[src/rtl/spi_master_arbiter_if.sv]
`default_nettype none
// +----------------------------------------------------------------------------+
// | Module   : spi_master_arbiter_if                                           |
// | Brief    : Requester-side and spi_master-side bus of the SPI arbiter.      |
// | Revision : 1.0 - initial release                                           |
// +----------------------------------------------------------------------------+
interface spi_master_arbiter_if #(
   parameter int num_req_g        = 4,
   parameter int data_width_g     = 8,
   parameter int bits_of_slaves_g = 2,
   parameter int len_width_g      = 4
);
   logic [num_req_g-1:0]                  req;
   logic [num_req_g*bits_of_slaves_g-1:0] req_slave_addr;
   logic [num_req_g*len_width_g-1:0]      req_len;
   logic [num_req_g*data_width_g-1:0]     req_data;
   logic [num_req_g-1:0]                  gnt;
   logic [num_req_g-1:0]                  data_rd;
   logic [num_req_g-1:0]                  done;
   logic [data_width_g-1:0]               rx_data;
   logic [num_req_g-1:0]                  rx_valid;
   logic                                  fifo_req_data;
   logic [data_width_g-1:0]               fifo_din;
   logic                                  fifo_din_valid;
   logic                                  fifo_empty;
   logic [bits_of_slaves_g-1:0]           spi_slave_addr;
   logic                                  busy;
   logic [data_width_g-1:0]               dout;
   logic                                  dout_valid;

   // Arbiter view
   modport master (
      input  req, req_slave_addr, req_len, req_data,
      input  fifo_req_data, busy, dout, dout_valid,
      output gnt, data_rd, done, rx_data, rx_valid,
      output fifo_din, fifo_din_valid, fifo_empty, spi_slave_addr
   );

   // Client / spi_master view
   modport slave (
      output req, req_slave_addr, req_len, req_data,
      output fifo_req_data, busy, dout, dout_valid,
      input  gnt, data_rd, done, rx_data, rx_valid,
      input  fifo_din, fifo_din_valid, fifo_empty, spi_slave_addr
   );
endinterface
`default_nettype wire

[src/rtl/spi_master_arbiter.sv]
`default_nettype none
// +----------------------------------------------------------------------------+
// | Module   : spi_master_arbiter                                              |
// | Brief    : Round-robin sharing of one spi_master among several requesters. |
// | Revision : 1.0 - initial release                                           |
// +----------------------------------------------------------------------------+
module spi_master_arbiter #(
   parameter int num_req_g        = 4,
   parameter int data_width_g     = 8,
   parameter int bits_of_slaves_g = 2,
   parameter int len_width_g      = 4
) (
   input  logic                 clk,
   input  logic                 rst,
   spi_master_arbiter_if.master bus
);
   localparam int IDX_W = $clog2(num_req_g);
   localparam int REM_W = len_width_g + 1;

   typedef enum logic [1:0] {
      ST_IDLE  = 2'd0,
      ST_XFER  = 2'd1,
      ST_DRAIN = 2'd2,
      ST_DONE  = 2'd3
   } state_t;

   state_t                      state_q, state_d;
   logic [IDX_W-1:0]            ptr_q, ptr_d;
   logic [IDX_W-1:0]            win_q, win_d;
   logic [REM_W-1:0]            remaining_q, remaining_d;
   logic                        drain_ok_q, drain_ok_d;
   logic [num_req_g-1:0]        gnt_q, gnt_d;
   logic [num_req_g-1:0]        data_rd_q, data_rd_d;
   logic [num_req_g-1:0]        done_q, done_d;
   logic [num_req_g-1:0]        rx_valid_q, rx_valid_d;
   logic [data_width_g-1:0]     rx_data_q, rx_data_d;
   logic [data_width_g-1:0]     fifo_din_q, fifo_din_d;
   logic                        fifo_din_valid_q, fifo_din_valid_d;
   logic                        fifo_empty_q, fifo_empty_d;
   logic [bits_of_slaves_g-1:0] slave_addr_q, slave_addr_d;

   logic [IDX_W-1:0]            win_sel;
   logic [IDX_W-1:0]            scan_idx;
   logic                        found;

   // First active request at or after the pointer, wrapping around.
   always_comb begin
      win_sel  = ptr_q;
      scan_idx = ptr_q;
      found    = 1'b0;
      for (int i = 0; i < num_req_g; i++) begin
         scan_idx = IDX_W'((int'(ptr_q) + i) % num_req_g);
         if (!found && bus.req[scan_idx]) begin
            win_sel = scan_idx;
            found   = 1'b1;
         end
      end
   end

   always_comb begin
      state_d          = state_q;
      ptr_d            = ptr_q;
      win_d            = win_q;
      remaining_d      = remaining_q;
      drain_ok_d       = drain_ok_q;
      gnt_d            = gnt_q;
      data_rd_d        = '0;
      done_d           = '0;
      rx_valid_d       = '0;
      rx_data_d        = rx_data_q;
      fifo_din_d       = fifo_din_q;
      fifo_din_valid_d = 1'b0;
      fifo_empty_d     = fifo_empty_q;
      slave_addr_d     = slave_addr_q;

      case (state_q)
         ST_IDLE: begin
            if (found) begin
               state_d        = ST_XFER;
               win_d          = win_sel;
               gnt_d          = '0;
               gnt_d[win_sel] = 1'b1;
               ptr_d          = (win_sel == IDX_W'(num_req_g - 1)) ? '0 : win_sel + 1'b1;
               slave_addr_d   = bus.req_slave_addr[win_sel*bits_of_slaves_g +: bits_of_slaves_g];
               remaining_d    = REM_W'(bus.req_len[win_sel*len_width_g +: len_width_g]) + REM_W'(1);
               fifo_empty_d   = 1'b0;
            end
         end
         ST_XFER: begin
            if (bus.fifo_req_data && (remaining_q != '0)) begin
               fifo_din_d       = bus.req_data[win_q*data_width_g +: data_width_g];
               fifo_din_valid_d = 1'b1;
               data_rd_d[win_q] = 1'b1;
               remaining_d      = remaining_q - REM_W'(1);
               if (remaining_q == REM_W'(1)) begin
                  fifo_empty_d = 1'b1;
                  drain_ok_d   = 1'b0;
                  state_d      = ST_DRAIN;
               end
            end
         end
         ST_DRAIN: begin
            // drain_ok_q marks that two edges have passed since the last TX word.
            if (drain_ok_q && !bus.busy) begin
               done_d  = gnt_q;
               gnt_d   = '0;
               state_d = ST_DONE;
            end else begin
               drain_ok_d = 1'b1;
            end
         end
         default: begin
            state_d = ST_IDLE;
         end
      endcase

      if (((state_q == ST_XFER) || (state_q == ST_DRAIN)) && bus.dout_valid) begin
         rx_data_d  = bus.dout;
         rx_valid_d = gnt_q;
      end
   end

   always_ff @(posedge clk or posedge rst) begin
      if (rst) begin
         state_q          <= ST_IDLE;
         ptr_q            <= '0;
         win_q            <= '0;
         remaining_q      <= '0;
         drain_ok_q       <= 1'b0;
         gnt_q            <= '0;
         data_rd_q        <= '0;
         done_q           <= '0;
         rx_valid_q       <= '0;
         rx_data_q        <= '0;
         fifo_din_q       <= '0;
         fifo_din_valid_q <= 1'b0;
         fifo_empty_q     <= 1'b1;
         slave_addr_q     <= '0;
      end else begin
         state_q          <= state_d;
         ptr_q            <= ptr_d;
         win_q            <= win_d;
         remaining_q      <= remaining_d;
         drain_ok_q       <= drain_ok_d;
         gnt_q            <= gnt_d;
         data_rd_q        <= data_rd_d;
         done_q           <= done_d;
         rx_valid_q       <= rx_valid_d;
         rx_data_q        <= rx_data_d;
         fifo_din_q       <= fifo_din_d;
         fifo_din_valid_q <= fifo_din_valid_d;
         fifo_empty_q     <= fifo_empty_d;
         slave_addr_q     <= slave_addr_d;
      end
   end

   assign bus.gnt            = gnt_q;
   assign bus.data_rd        = data_rd_q;
   assign bus.done           = done_q;
   assign bus.rx_data        = rx_data_q;
   assign bus.rx_valid       = rx_valid_q;
   assign bus.fifo_din       = fifo_din_q;
   assign bus.fifo_din_valid = fifo_din_valid_q;
   assign bus.fifo_empty     = fifo_empty_q;
   assign bus.spi_slave_addr = slave_addr_q;

endmodule
`default_nettype wire
[src/flat_wrapper.sv]
// flat-port wrapper written by rule: the top's interface ports become plain ports
module spi_master_arbiter_flat 
#(
   parameter int num_req_g        = 4,
   parameter int data_width_g     = 8,
   parameter int bits_of_slaves_g = 2,
   parameter int len_width_g      = 4
)
  (clk, rst, bus_req, bus_req_slave_addr, bus_req_len, bus_req_data, bus_fifo_req_data, bus_busy, bus_dout, bus_dout_valid, bus_gnt, bus_data_rd, bus_done, bus_rx_data, bus_rx_valid, bus_fifo_din, bus_fifo_din_valid, bus_fifo_empty, bus_spi_slave_addr);
  spi_master_arbiter_if #(.num_req_g(num_req_g), .data_width_g(data_width_g), .bits_of_slaves_g(bits_of_slaves_g), .len_width_g(len_width_g)) bus_i ();
  input  logic clk;
  input  logic rst;
  input wire logic [$bits(bus_i.req)-1:0] bus_req;
  input wire logic [$bits(bus_i.req_slave_addr)-1:0] bus_req_slave_addr;
  input wire logic [$bits(bus_i.req_len)-1:0] bus_req_len;
  input wire logic [$bits(bus_i.req_data)-1:0] bus_req_data;
  input wire logic [$bits(bus_i.fifo_req_data)-1:0] bus_fifo_req_data;
  input wire logic [$bits(bus_i.busy)-1:0] bus_busy;
  input wire logic [$bits(bus_i.dout)-1:0] bus_dout;
  input wire logic [$bits(bus_i.dout_valid)-1:0] bus_dout_valid;
  output wire logic [$bits(bus_i.gnt)-1:0] bus_gnt;
  output wire logic [$bits(bus_i.data_rd)-1:0] bus_data_rd;
  output wire logic [$bits(bus_i.done)-1:0] bus_done;
  output wire logic [$bits(bus_i.rx_data)-1:0] bus_rx_data;
  output wire logic [$bits(bus_i.rx_valid)-1:0] bus_rx_valid;
  output wire logic [$bits(bus_i.fifo_din)-1:0] bus_fifo_din;
  output wire logic [$bits(bus_i.fifo_din_valid)-1:0] bus_fifo_din_valid;
  output wire logic [$bits(bus_i.fifo_empty)-1:0] bus_fifo_empty;
  output wire logic [$bits(bus_i.spi_slave_addr)-1:0] bus_spi_slave_addr;
  assign bus_i.req = bus_req;
  assign bus_i.req_slave_addr = bus_req_slave_addr;
  assign bus_i.req_len = bus_req_len;
  assign bus_i.req_data = bus_req_data;
  assign bus_i.fifo_req_data = bus_fifo_req_data;
  assign bus_i.busy = bus_busy;
  assign bus_i.dout = bus_dout;
  assign bus_i.dout_valid = bus_dout_valid;
  assign bus_gnt = bus_i.gnt;
  assign bus_data_rd = bus_i.data_rd;
  assign bus_done = bus_i.done;
  assign bus_rx_data = bus_i.rx_data;
  assign bus_rx_valid = bus_i.rx_valid;
  assign bus_fifo_din = bus_i.fifo_din;
  assign bus_fifo_din_valid = bus_i.fifo_din_valid;
  assign bus_fifo_empty = bus_i.fifo_empty;
  assign bus_spi_slave_addr = bus_i.spi_slave_addr;
  spi_master_arbiter #(.num_req_g(num_req_g), .data_width_g(data_width_g), .bits_of_slaves_g(bits_of_slaves_g), .len_width_g(len_width_g)) u_core (.clk(clk), .rst(rst), .bus(bus_i));
endmodule
[config.mk]
export PLATFORM = sky130hd
export DESIGN_NAME = spi_master_arbiter_flat
export DESIGN_NICKNAME = d
export VERILOG_FILES = /design/src/rtl/spi_master_arbiter_if.sv /design/src/rtl/spi_master_arbiter.sv /design/src/flat_wrapper.sv
export SDC_FILE = /design/constraint.sdc
export NUM_CORES = 1
export LEC_CHECK = 0
export ABC_CLOCK_PERIOD_IN_PS = 4400
export BUFFER_PORTS_ARGS = -buffer_cell sky130_fd_sc_hd__buf_2
export CORE_ASPECT_RATIO = 1.4
export CORE_MARGIN = 1.5
export CORE_UTILIZATION = 45
export CTS_CLUSTER_DIAMETER = 200
export DETAILED_ROUTE_END_ITERATION = 10
export GPL_TIMING_DRIVEN = 0
export PLACE_DENSITY = 0.76
export SLEW_MARGIN = 20
export SYNTH_ARGS = -nofsm -noshare
export SYNTH_HDL_FRONTEND = slang
export SYNTH_SLANG_ARGS = --single-unit
[constraint.sdc]
create_clock -name clk -period 4.4 [get_ports clk]
set_clock_uncertainty 0.05 [all_clocks]
set_input_delay 0.22 -clock clk [delete_from_list [all_inputs] [get_ports clk]]
set_output_delay 0.22 -clock clk [all_outputs]
set_load 0.01 [all_outputs]
==> flow_metrics.tcl <==
set metrics [dict create \
    status "finished clean" \
    drtAntennaViolNets 0 \
    placed_area_sq_um 3190 \
    antenna_found_initial 0 \
    final_cells 408 \
    synth_warnings 0 \
    critPathMaxFanout 10 \
    vias 2103 \
    final_core_util 0.600 \
    slowest_delay_ns 0.71 \
    grt.overflow.total 0 \
    dr.pass1.iters 4 \
    synth.avg_cell_area_sq_um 11.4 \
    setup_viol 0 \
    yosysMostFrequentCell "dfrtp_1" \
    final_nets 423 \
    io_buffers 108 \
    routed_via_density 5.15 \
    p_leak_uw 0.00171 \
    drt_iter0_markers 53 \
    drive_gt1_frac 0.438 \
    placedCellCount 400 \
    grt_pass1_wl_microns 9190 \
    wire_per_inst_microns 13.5 \
    synth_cell_type_count 44 \
    synth-main-ff-cell "dfrtp_1" \
    required_ns 4.55 \
    cts_tree "built" \
    worstHoldPathType "in -> reg" \
    clock-sinks 48 \
    crit_slowest_cell "mux4_1" \
    slew_violations 0 \
    relSlewSlack 0.527 \
    fmax_mhz 342 \
    seq_area_frac_synth 0.474 \
    grt.total_usage 0.195 \
    grt.busiest_layer "met2" \
    drc 0 \
    place_hpwl_microns 4300 \
    final.period_utilization 0.664 \
    arrival_ns 3.07 \
    worstSkewPairLatency_ns 0.30 \
    post-route-min-period_ns 2.92 \
    cts_buffers 5 \
    num_rows 32 \
    first_global_vias 2147 \
    io_pins 109 \
    diodes 0 \
    fp.dieArea_sq_um 6110 \
    fin_ws_ns 1.48 \
    wl_microns 5500 \
    syn_to_final_growth_pct 29.7 \
    synth_nets 306 \
    ys_seq_elements 48 \
    yosys.area.top_type "dfrtp_1" \
    synthTopCellsByArea "dfrtp_1, mux4_2, nand2_1, mux4_1, mux2_2" \
    syn-cell-area_sq_um 2540 \
    start_util 0.463 \
    cts-root-buf "clkbuf_8" \
    grt_max_degree 29 \
    cap_violations 0 \
    cp-start-kind "register" \
    synthCells 223 \
    synthArstFlopShare 1.00 \
    pre_cts_ws_ns 1.47 \
    clk_pin_slew_ns 0.09 \
    crit_type "reg -> reg" \
    rsz0062_at_grt "false" \
    synth_common_cells "dfrtp_1, nand2_1, inv_1, mux2_2, nor2_1" \
    worstSetupEndpointType "register" \
    htreeDepth 2 \
    netlist.area_leader.share 0.463 \
    grt_util_met1 0.214 \
    setup_tns_ns 0 \
    core_area_sq_um 5490 \
    die_h_microns 91.9 \
    crit_chain "nor2b_4, o21a_1, a2111oi_4, mux4_1, ha_1, xnor2_1, a21oi_1, o22a_1" \
    hold_viol_final 0 \
    dieWidth_microns 66.5 \
    gp_routability_congestion 0.754 \
    global_route.usage.met2 0.344 \
    tightest_slew_ns 0.710 \
    use_met3 0.0393 \
    stdcell_area_sq_um 3290 \
    synth-edff-count 0 \
    ctsResizeCount 0 \
    max-vdd-ir-drop_mv 0.279 \
    clock_path_buffers 2 \
    power_density_nw_per_um2 615 \
]
==> logic make-up (layout without fill, tap and decap cells) <==
family                   Yosys count  count (layout)  share of synthesized area
buffers and inverters             17             134                     0.0266
AND/OR/NAND/NOR                   88              88                      0.169
AO/OA/AOI/OAI                     32              32                     0.0882
XOR/XNOR                           2               2                    0.00690
adder cells (fa/ha/maj)           10              10                     0.0493
flip-flops                        48              48                      0.474
multiplexers                      26              26                      0.186
==> per-layer routing <==
layer  share of wire  vias up
met5               0        -
met4           0.027        0
met3           0.067       12
met2            0.53       79
met1            0.38      991
li1                -     1021
==> metrics by stage <==
| stage | hold WS [ns] | total power (uW) |
|---|---|---|
| after floorplan | 0.321 | 1460 |
| after global placement | 0.401 | 1730 |
| after detailed placement | 0.291 | 1770 |
| after CTS | 0.0956 | 2050 |
| after global routing | 0.0975 | 2200 |
| final | 0.0995 | 2020 |
==> path summary, 6_finish.rpt <==
kind / start / end / slack, ns / depth (start not counted)
worst max register to register: u_core.ptr_q[0]$_DFFE_PP0P_ / u_core.remaining_q[2]$_DFFE_PP0P_ / 1.48 / 8
worst min register to register: u_core.bus.fifo_din[7]$_DFFE_PP0P_ / u_core.bus.fifo_din[7]$_DFFE_PP0P_ / 0.42 / 2
min in group asynchronous: rst / u_core.bus.data_rd[3]$_DFF_PP0_ / 0.49 / 3
max in group asynchronous: rst / u_core.bus.fifo_empty$_DFFE_PP1P_ / 3.22 / 4
worst max-delay path: u_core.ptr_q[0]$_DFFE_PP0P_ / u_core.remaining_q[2]$_DFFE_PP0P_ / 1.48 / 8
worst min-delay path: bus_dout[6] / u_core.bus.rx_data[6]$_DFFE_PP0P_ / 0.1 / 2
==> worst max-delay path, delay by kind of cell, from the launching register on <==
family / cells / cell delay, ns
AOI/OAI and AO/OA: 4 / 1.14
muxes: 1 / 0.71
DFF: 1 / 0.45
adders and majority gates: 1 / 0.24
xor gates and xnor gates: 1 / 0.17
and+or+nand+nor: 1 / 0.06
==> layout by cell type, fill, tap and decap left out, types with 4 or more instances in the layout <==
| cell type | n |
|---|---|
| inv_1 | 11 |
| mux4_2 | 8 |
| nand2_1 | 46 |
| buf_2 | 108 |
| and3_1 | 6 |
| nor2_1 | 11 |
| mux2_2 | 12 |
| nor3_1 | 4 |
| ha_1 | 10 |
| mux4_1 | 6 |
| clkbuf_8 | 6 |
| a21oi_1 | 8 |
| dfrtp_1 | 47 |
| o21ai_0 | 10 |
| and2_1 | 4 |
==> repair_timing <==
item,CTS,global route
setup buffers,0,0
hold endpoints to repair,27,0
hold buffers,1,0
==> power by group <==
part | leakage (uW) | internal, uW | total, uW | switching, uW
Sequential | 0.000603 | 619 | 733 | 114
Combinational | 0.00106 | 481 | 1020 | 537
Clock | 0.0000473 | 126 | 274 | 148
Total | 0.00171 | 1230 | 2020 | 799
==> registers in the layout, summed over array words and instances, names as in the netlist <==
register	flops
u_core.bus.fifo_empty	1
u_core.bus.rx_data	8
u_core.state_q	2
u_core.win_q	2
u_core.bus.gnt	4
u_core.ptr_q	2
u_core.bus.done	4
u_core.drain_ok_q	1
u_core.bus.spi_slave_addr	2
u_core.bus.fifo_din	8
u_core.remaining_q	5
u_core.bus.rx_valid	4
u_core.bus.fifo_din_valid	1
u_core.bus.data_rd	4
==> layout make-up <==
type	count	area, sq um
inverters	12	45.0
plain buffers	5	22.5
flip-flops and latches	48	1200
repair buffers	110	578
fillers	458	2190
well taps	68	85.1
clock buffers	6	82.6
multi-input cells	158	1270
clock inverters	1	8.76
Power figures use the tool's default switching activity.
